<file path="config.mk">
export PLATFORM = sky130hd
export DESIGN_NAME = cons_uart_rx
export DESIGN_NICKNAME = d
export VERILOG_FILES = /design/src/rtl/cons_uart_rx.sv
export SDC_FILE = /design/constraint.sdc
export NUM_CORES = 1
export LEC_CHECK = 0
export ABC_AREA = 1
export BUFFER_PORTS_ARGS = -buffer_cell sky130_fd_sc_hd__buf_2
export CAP_MARGIN = 25
export CORE_MARGIN = 5
export CORE_UTILIZATION = 50
export CTS_BUF_LIST = sky130_fd_sc_hd__clkbuf_16
export CTS_CLUSTER_DIAMETER = 40
export CTS_CLUSTER_SIZE = 8
export DETAILED_ROUTE_END_ITERATION = 8
export HOLD_SLACK_MARGIN = 0.08
export PLACE_DENSITY = 0.7
export SYNTH_ARGS = -nofsm -noshare
export SYNTH_HDL_FRONTEND = slang
export SYNTH_SLANG_ARGS = --single-unit
export TNS_END_PERCENT = 30
</file>
<file path="constraint.sdc">
create_clock -name clk -period 1.67 [get_ports clk]
set_clock_uncertainty 0.2 [all_clocks]
set_input_delay 0.0835 -clock clk [delete_from_list [all_inputs] [get_ports clk]]
set_output_delay 0.0835 -clock clk [all_outputs]
set_load 0.1 [all_outputs]
</file>
<file path="src/rtl/cons_uart_rx.sv">
// Console serial receiver: 16x oversampled 8-bit deserializer feeding a 4-entry fall-through FIFO.
// Optional even parity is compiled in with `define CONS_UART_PARITY_EN.
module cons_uart_rx #(
   parameter int unsigned CLKFRQ = 50000000,
   parameter int unsigned BAUD   = 9600
) (
   input  logic       clk,
   input  logic       rst,
   input  logic       rxd,
   input  logic       rxREAD,
   input  logic       errCLR,
   output logic [7:0] rxDATA,
   output logic       rxEMPTY,
   output logic       rxFULL,
   output logic       rxFERR,
`ifdef CONS_UART_PARITY_EN
   output logic       rxPERR,
`endif
   output logic       rxOVR
);

   localparam int unsigned DIV  = CLKFRQ / (BAUD * 16);
   localparam int unsigned DIVW = (DIV > 2) ? $clog2(DIV) : 1;
   localparam int unsigned CNTW = 3;

`ifdef CONS_UART_PARITY_EN
   typedef enum logic [2:0] {ST_BREAK, ST_IDLE, ST_START, ST_DATA, ST_PARITY, ST_STOP} state_t;
`else
   typedef enum logic [2:0] {ST_BREAK, ST_IDLE, ST_START, ST_DATA, ST_STOP} state_t;
`endif

   state_t            state;
   logic [1:0]        sync_q;
   logic              rxd_s;
   logic [DIVW-1:0]   tick_cnt;
   logic [3:0]        phase;
   logic [2:0]        bit_cnt;
   logic [7:0]        shift;
   logic              push;
   logic              ferr_set;
`ifdef CONS_UART_PARITY_EN
   logic              perr_set;
`endif
   logic              tick;
   logic              sample;

   logic [7:0]        mem [4];
   logic [1:0]        wr_ptr;
   logic [1:0]        rd_ptr;
   logic [CNTW-1:0]   count;
   logic [CNTW-1:0]   count_next;
   logic              pop;
   logic              wr;
   logic              ovr_evt;

   assign rxd_s  = sync_q[1];
   assign tick   = (tick_cnt == DIVW'(DIV - 1));
   assign sample = tick && (phase == 4'd7);
   assign rxDATA = mem[rd_ptr];

   // Two-flop synchronizer, idles high so reset never looks like a start bit.
   always_ff @(posedge clk or negedge rst) begin
      if (!rst) sync_q <= 2'b11;
      else      sync_q <= {sync_q[0], rxd};
   end

   // Receive FSM with its tick/phase counters; push and error events are registered pulses.
   always_ff @(posedge clk or negedge rst) begin
      if (!rst) begin
         state    <= ST_BREAK;
         tick_cnt <= '0;
         phase    <= '0;
         bit_cnt  <= '0;
         shift    <= '0;
         push     <= 1'b0;
         ferr_set <= 1'b0;
`ifdef CONS_UART_PARITY_EN
         perr_set <= 1'b0;
`endif
      end else begin
         push     <= 1'b0;
         ferr_set <= 1'b0;
`ifdef CONS_UART_PARITY_EN
         perr_set <= 1'b0;
`endif
         tick_cnt <= tick ? '0 : tick_cnt + DIVW'(1);
         if (tick) phase <= phase + 4'd1;
         case (state)
            ST_BREAK: if (rxd_s) state <= ST_IDLE;
            ST_IDLE: begin
               if (!rxd_s) begin
                  tick_cnt <= '0;
                  phase    <= '0;
                  state    <= ST_START;
               end
            end
            ST_START: begin
               bit_cnt <= '0;
               if (sample) state <= rxd_s ? ST_IDLE : ST_DATA;
            end
            ST_DATA: begin
               if (sample) begin
                  shift   <= {rxd_s, shift[7:1]};
                  bit_cnt <= bit_cnt + 3'd1;
`ifdef CONS_UART_PARITY_EN
                  if (bit_cnt == 3'd7) state <= ST_PARITY;
`else
                  if (bit_cnt == 3'd7) state <= ST_STOP;
`endif
               end
            end
`ifdef CONS_UART_PARITY_EN
            ST_PARITY: begin
               if (sample) begin
                  perr_set <= ^{shift, rxd_s};
                  state    <= ST_STOP;
               end
            end
`endif
            ST_STOP: begin
               if (sample) begin
                  if (rxd_s) begin
                     push  <= 1'b1;
                     state <= ST_IDLE;
                  end else begin
                     ferr_set <= 1'b1;
                     state    <= ST_BREAK;
                  end
               end
            end
            default: state <= ST_BREAK;
         endcase
      end
   end

   // FIFO control: a pop frees the slot a simultaneous push needs when full.
   always_comb begin
      pop        = rxREAD && (count != '0);
      wr         = push && ((count != CNTW'(4)) || pop);
      ovr_evt    = push && (count == CNTW'(4)) && !pop;
      count_next = count;
      if (wr && !pop)      count_next = count + CNTW'(1);
      else if (!wr && pop) count_next = count - CNTW'(1);
   end

   always_ff @(posedge clk or negedge rst) begin
      if (!rst) begin
         for (int i = 0; i < 4; i++) mem[i] <= '0;
         wr_ptr  <= '0;
         rd_ptr  <= '0;
         count   <= '0;
         rxEMPTY <= 1'b1;
         rxFULL  <= 1'b0;
      end else begin
         if (wr) begin
            mem[wr_ptr] <= shift;
            wr_ptr      <= wr_ptr + 2'd1;
         end
         if (pop) rd_ptr <= rd_ptr + 2'd1;
         count   <= count_next;
         rxEMPTY <= (count_next == '0);
         rxFULL  <= (count_next == CNTW'(4));
      end
   end

   // Sticky error flags; a new event outranks a clear in the same cycle.
   always_ff @(posedge clk or negedge rst) begin
      if (!rst) begin
         rxFERR <= 1'b0;
         rxOVR  <= 1'b0;
`ifdef CONS_UART_PARITY_EN
         rxPERR <= 1'b0;
`endif
      end else begin
         if (ferr_set)    rxFERR <= 1'b1;
         else if (errCLR) rxFERR <= 1'b0;
         if (ovr_evt)     rxOVR  <= 1'b1;
         else if (errCLR) rxOVR  <= 1'b0;
`ifdef CONS_UART_PARITY_EN
         if (perr_set)    rxPERR <= 1'b1;
         else if (errCLR) rxPERR <= 1'b0;
`endif
      end
   end

endmodule
</file>
==> flow_metrics.env <==
export IMPL_status="complete, but fails checks"
export IMPL_failed_checks="setup timing"
export IMPL_critical_path_max_fanout=17
export IMPL_syn_mean_instance_area_um2=8.90
export IMPL_nFillCells=582
export IMPL_synth_lib_cells_used_distinct=33
export IMPL_synth_ff_latch_count=74
export IMPL_worst_slew_pin_slew_ps=490
export IMPL_report_final_slew_viol_count=0
export IMPL_synth_async_reset_ratio_pct=100
export IMPL_sequential_fraction_of_the_synthesis_area_pct=51.6
export IMPL_drt_via_density=5.23
export IMPL_antenna_cells_inserted=0
export IMPL_io_pins=17
export IMPL_maxSlewHeadroom_pct=67.6
export IMPL_tritoncts_num_sinks=74
export IMPL_layout_min_cycle_time_ps=1740
export IMPL_drt_iter0_markers=93
export IMPL_antenna_violations_before_repair=0
export IMPL_place_hpwl_um=5020
export IMPL_floorplan_die_width_um=94.8
export IMPL_crit_type="flop to output pin"
export IMPL_end_kind="output pin"
export IMPL_final_layout_size_suffix_gt1_share_pct=29.6
export IMPL_mappedNetlistNets=421
export IMPL_final_setup_tns_ps=-393
export IMPL_final_area_um2=4680
export IMPL_synth_ff_type="dfrtp_1"
export IMPL_grt_pass1_wl_um=12700
export IMPL_number_of_buffers_on_the_longest_clock_path=2
export IMPL_synthCells=404
export IMPL_globalRouteTotalUtil_pct=18.3
export IMPL_final_common_cell="dfrtp_1"
export IMPL_avgRoutedWirePerCell_um=14.1
export IMPL_timing_fmax_ghz=0.575
export IMPL_hold_slack_ps=83.1
export IMPL_cp_required_ps=1390
export IMPL_power_density_nw_per_um2=1750
export IMPL_design_final_nets=464
export IMPL_die_h_um=94.8
export IMPL_cts_buffers_inserted=9
export IMPL_worst_skew_pair_late_latency_ps=330
export IMPL_most_frequent_cells_in_the_layout="69 x dfrtp_1, 68 x nand2_1, 43 x o21ai_1, 39 x nor2_1, 38 x inv_1"
export IMPL_finalHoldViolations=0
export IMPL_detail_route_antenna_nets=0
export IMPL_fin_total_pwr_mw=8.18
export IMPL_cts_root_buffer="clkbuf_16"
export IMPL_dpl_instance_area_um2=4070
export IMPL_synth_enable_flop_cells=0
export IMPL_final_seq_area_um2=1860
export IMPL_syn_cell_area_um2=3600
export IMPL_power_ir_vdd_worst_v=0.000831
export IMPL_setup_repair_after_global_routing_missed_its_margin="true"
export IMPL_buffer_ports_inserted=16
export IMPL_rows=31
export IMPL_grt_max_degree=52
export IMPL_setup_violations=8
export IMPL_cts_max_level=3
export IMPL_multiInputGateArea_um2=1770
export IMPL_final_critical_path_share_of_the_clock_period_pct=104
export IMPL_max_cap_viol_count=0
export IMPL_finalWorstSetupSlack_ps=-69.7
export IMPL_synthesis_yosys_warnings=0
export IMPL_cts_reportedPaths_clkPinSlew_ps=50
export IMPL_hp_class="primary input to asynchronous set/reset pin"
export IMPL_drt_pre_antenna_iters=4
export IMPL_area_delta_synth_final_pct=30.3
export IMPL_design_die_area_um2=8990
export IMPL_detail_route_drc_violations=0
export IMPL_reg2reg_depth=9
export IMPL_global_route_overflow_total=0
export IMPL_start_util_pct=50.4
export IMPL_core_region_area_um2=7140
export IMPL_wl_um=7780
export IMPL_finish_utilization_pct=65.6
export IMPL_vias_in_the_first_global_route=2726
export IMPL_via_total_after_detailed_routing=2881
export IMPL_gp_routability_congestion=0.814
export IMPL_critPathLaunchType="flop"
export IMPL_tritoncts="built"
export IMPL_worst_endpoint_arrival_ps=1460
export IMPL_cellLeakagePower_nw=2.11
final cells by class:
cell class / instances / area share (%)
clock inverters: 7 / 1.15
clock buffers: 9 / 4.81
inverters: 42 / 3.58
multi-input cells: 276 / 37.8
repair buffers: 44 / 10.3
flip-flops and latches: 74 / 39.7
well taps: 99 / 2.64
logic make-up after synthesis:
logic type                 Yosys count  synth area share [%]
and+or+nand+nor                    175                  22.6
adders and majority gates           12                  4.18
xor gates and xnor gates             6                  1.46
DFF                                 74                  51.6
AOI/OAI and AO/OA                   83                  12.4
buffers and inverters               54                  7.72
critical path: stages, from the launching register on:
cell	delay [ps]
dfrtp_1	410
inv_4	180
nor2_1	110
o22ai_4	220
buf_12	200
synthesized netlist by cell type (all sizes together), types with 4 or more instances:
cell	number	area, µm²
dfrtp	71	1780
nand3	23	120
nor2	46	173
xor2	4	35.0
buf	9	101
ha	12	150
inv	42	165
a21oi	7	35.0
o22ai	10	62.6
nand4	6	37.5
nand2	93	434
o21ai	64	335
metrics by stage:
step	cells	setup slack, ps
global route	551	-110
detailed placement	522	-18.5
floorplan	404	4.89
finish	551	-69.7
global placement	522	7.07
CTS	542	-64.5
routing by layer:
layer	share of wire [%]	track usage, %	vias to the layer above
met3	2.6	3.03	18
li1	-	-	1414
met4	2.2	8.41	0
met2	52	30.9	42
met1	44	22.9	1407
met5	0	0	-
state kept, by name, summed over array words and instances, names as in the netlist:
name and flops:
push 1, rxOVR 1, shift 8, sync_q 2, rd_ptr 2, bit_cnt 3
rxFULL 1, phase 4, count 3, rxFERR 1, mem 32, rxEMPTY 1
ferr_set 1, tick_cnt 9, state 3, wr_ptr 2
worst paths after layout:
path,from,endpoint,slack [ps]
max,rd_ptr[0],rxDATA[5],-70
max in group asynchronous,rst,sync_q[0],860
min in group clk,sync_q[0],sync_q[1],150
max reg2reg,count[0],mem[4],0
min reg2reg,sync_q[0],sync_q[1],150
min,rst,mem[28],80
report_power, final:
part,internal (mW),switching (mW),total [mW]
logic,1.54,2.65,4.19
clock network,1.13,0.678,1.80
registers,2.00,0.184,2.18
total,4.67,3.51,8.18
timing repair:
item,CTS,global route
endpoints found under the hold margin,83,0
hold buffers,4,0
pin swaps,0,5
gates resized for setup,25,57
gates cloned,0,2
buffers inserted,0,7
endpoints found under the setup margin,19,69
No activity file was read; power rests on OpenSTA's default activity.
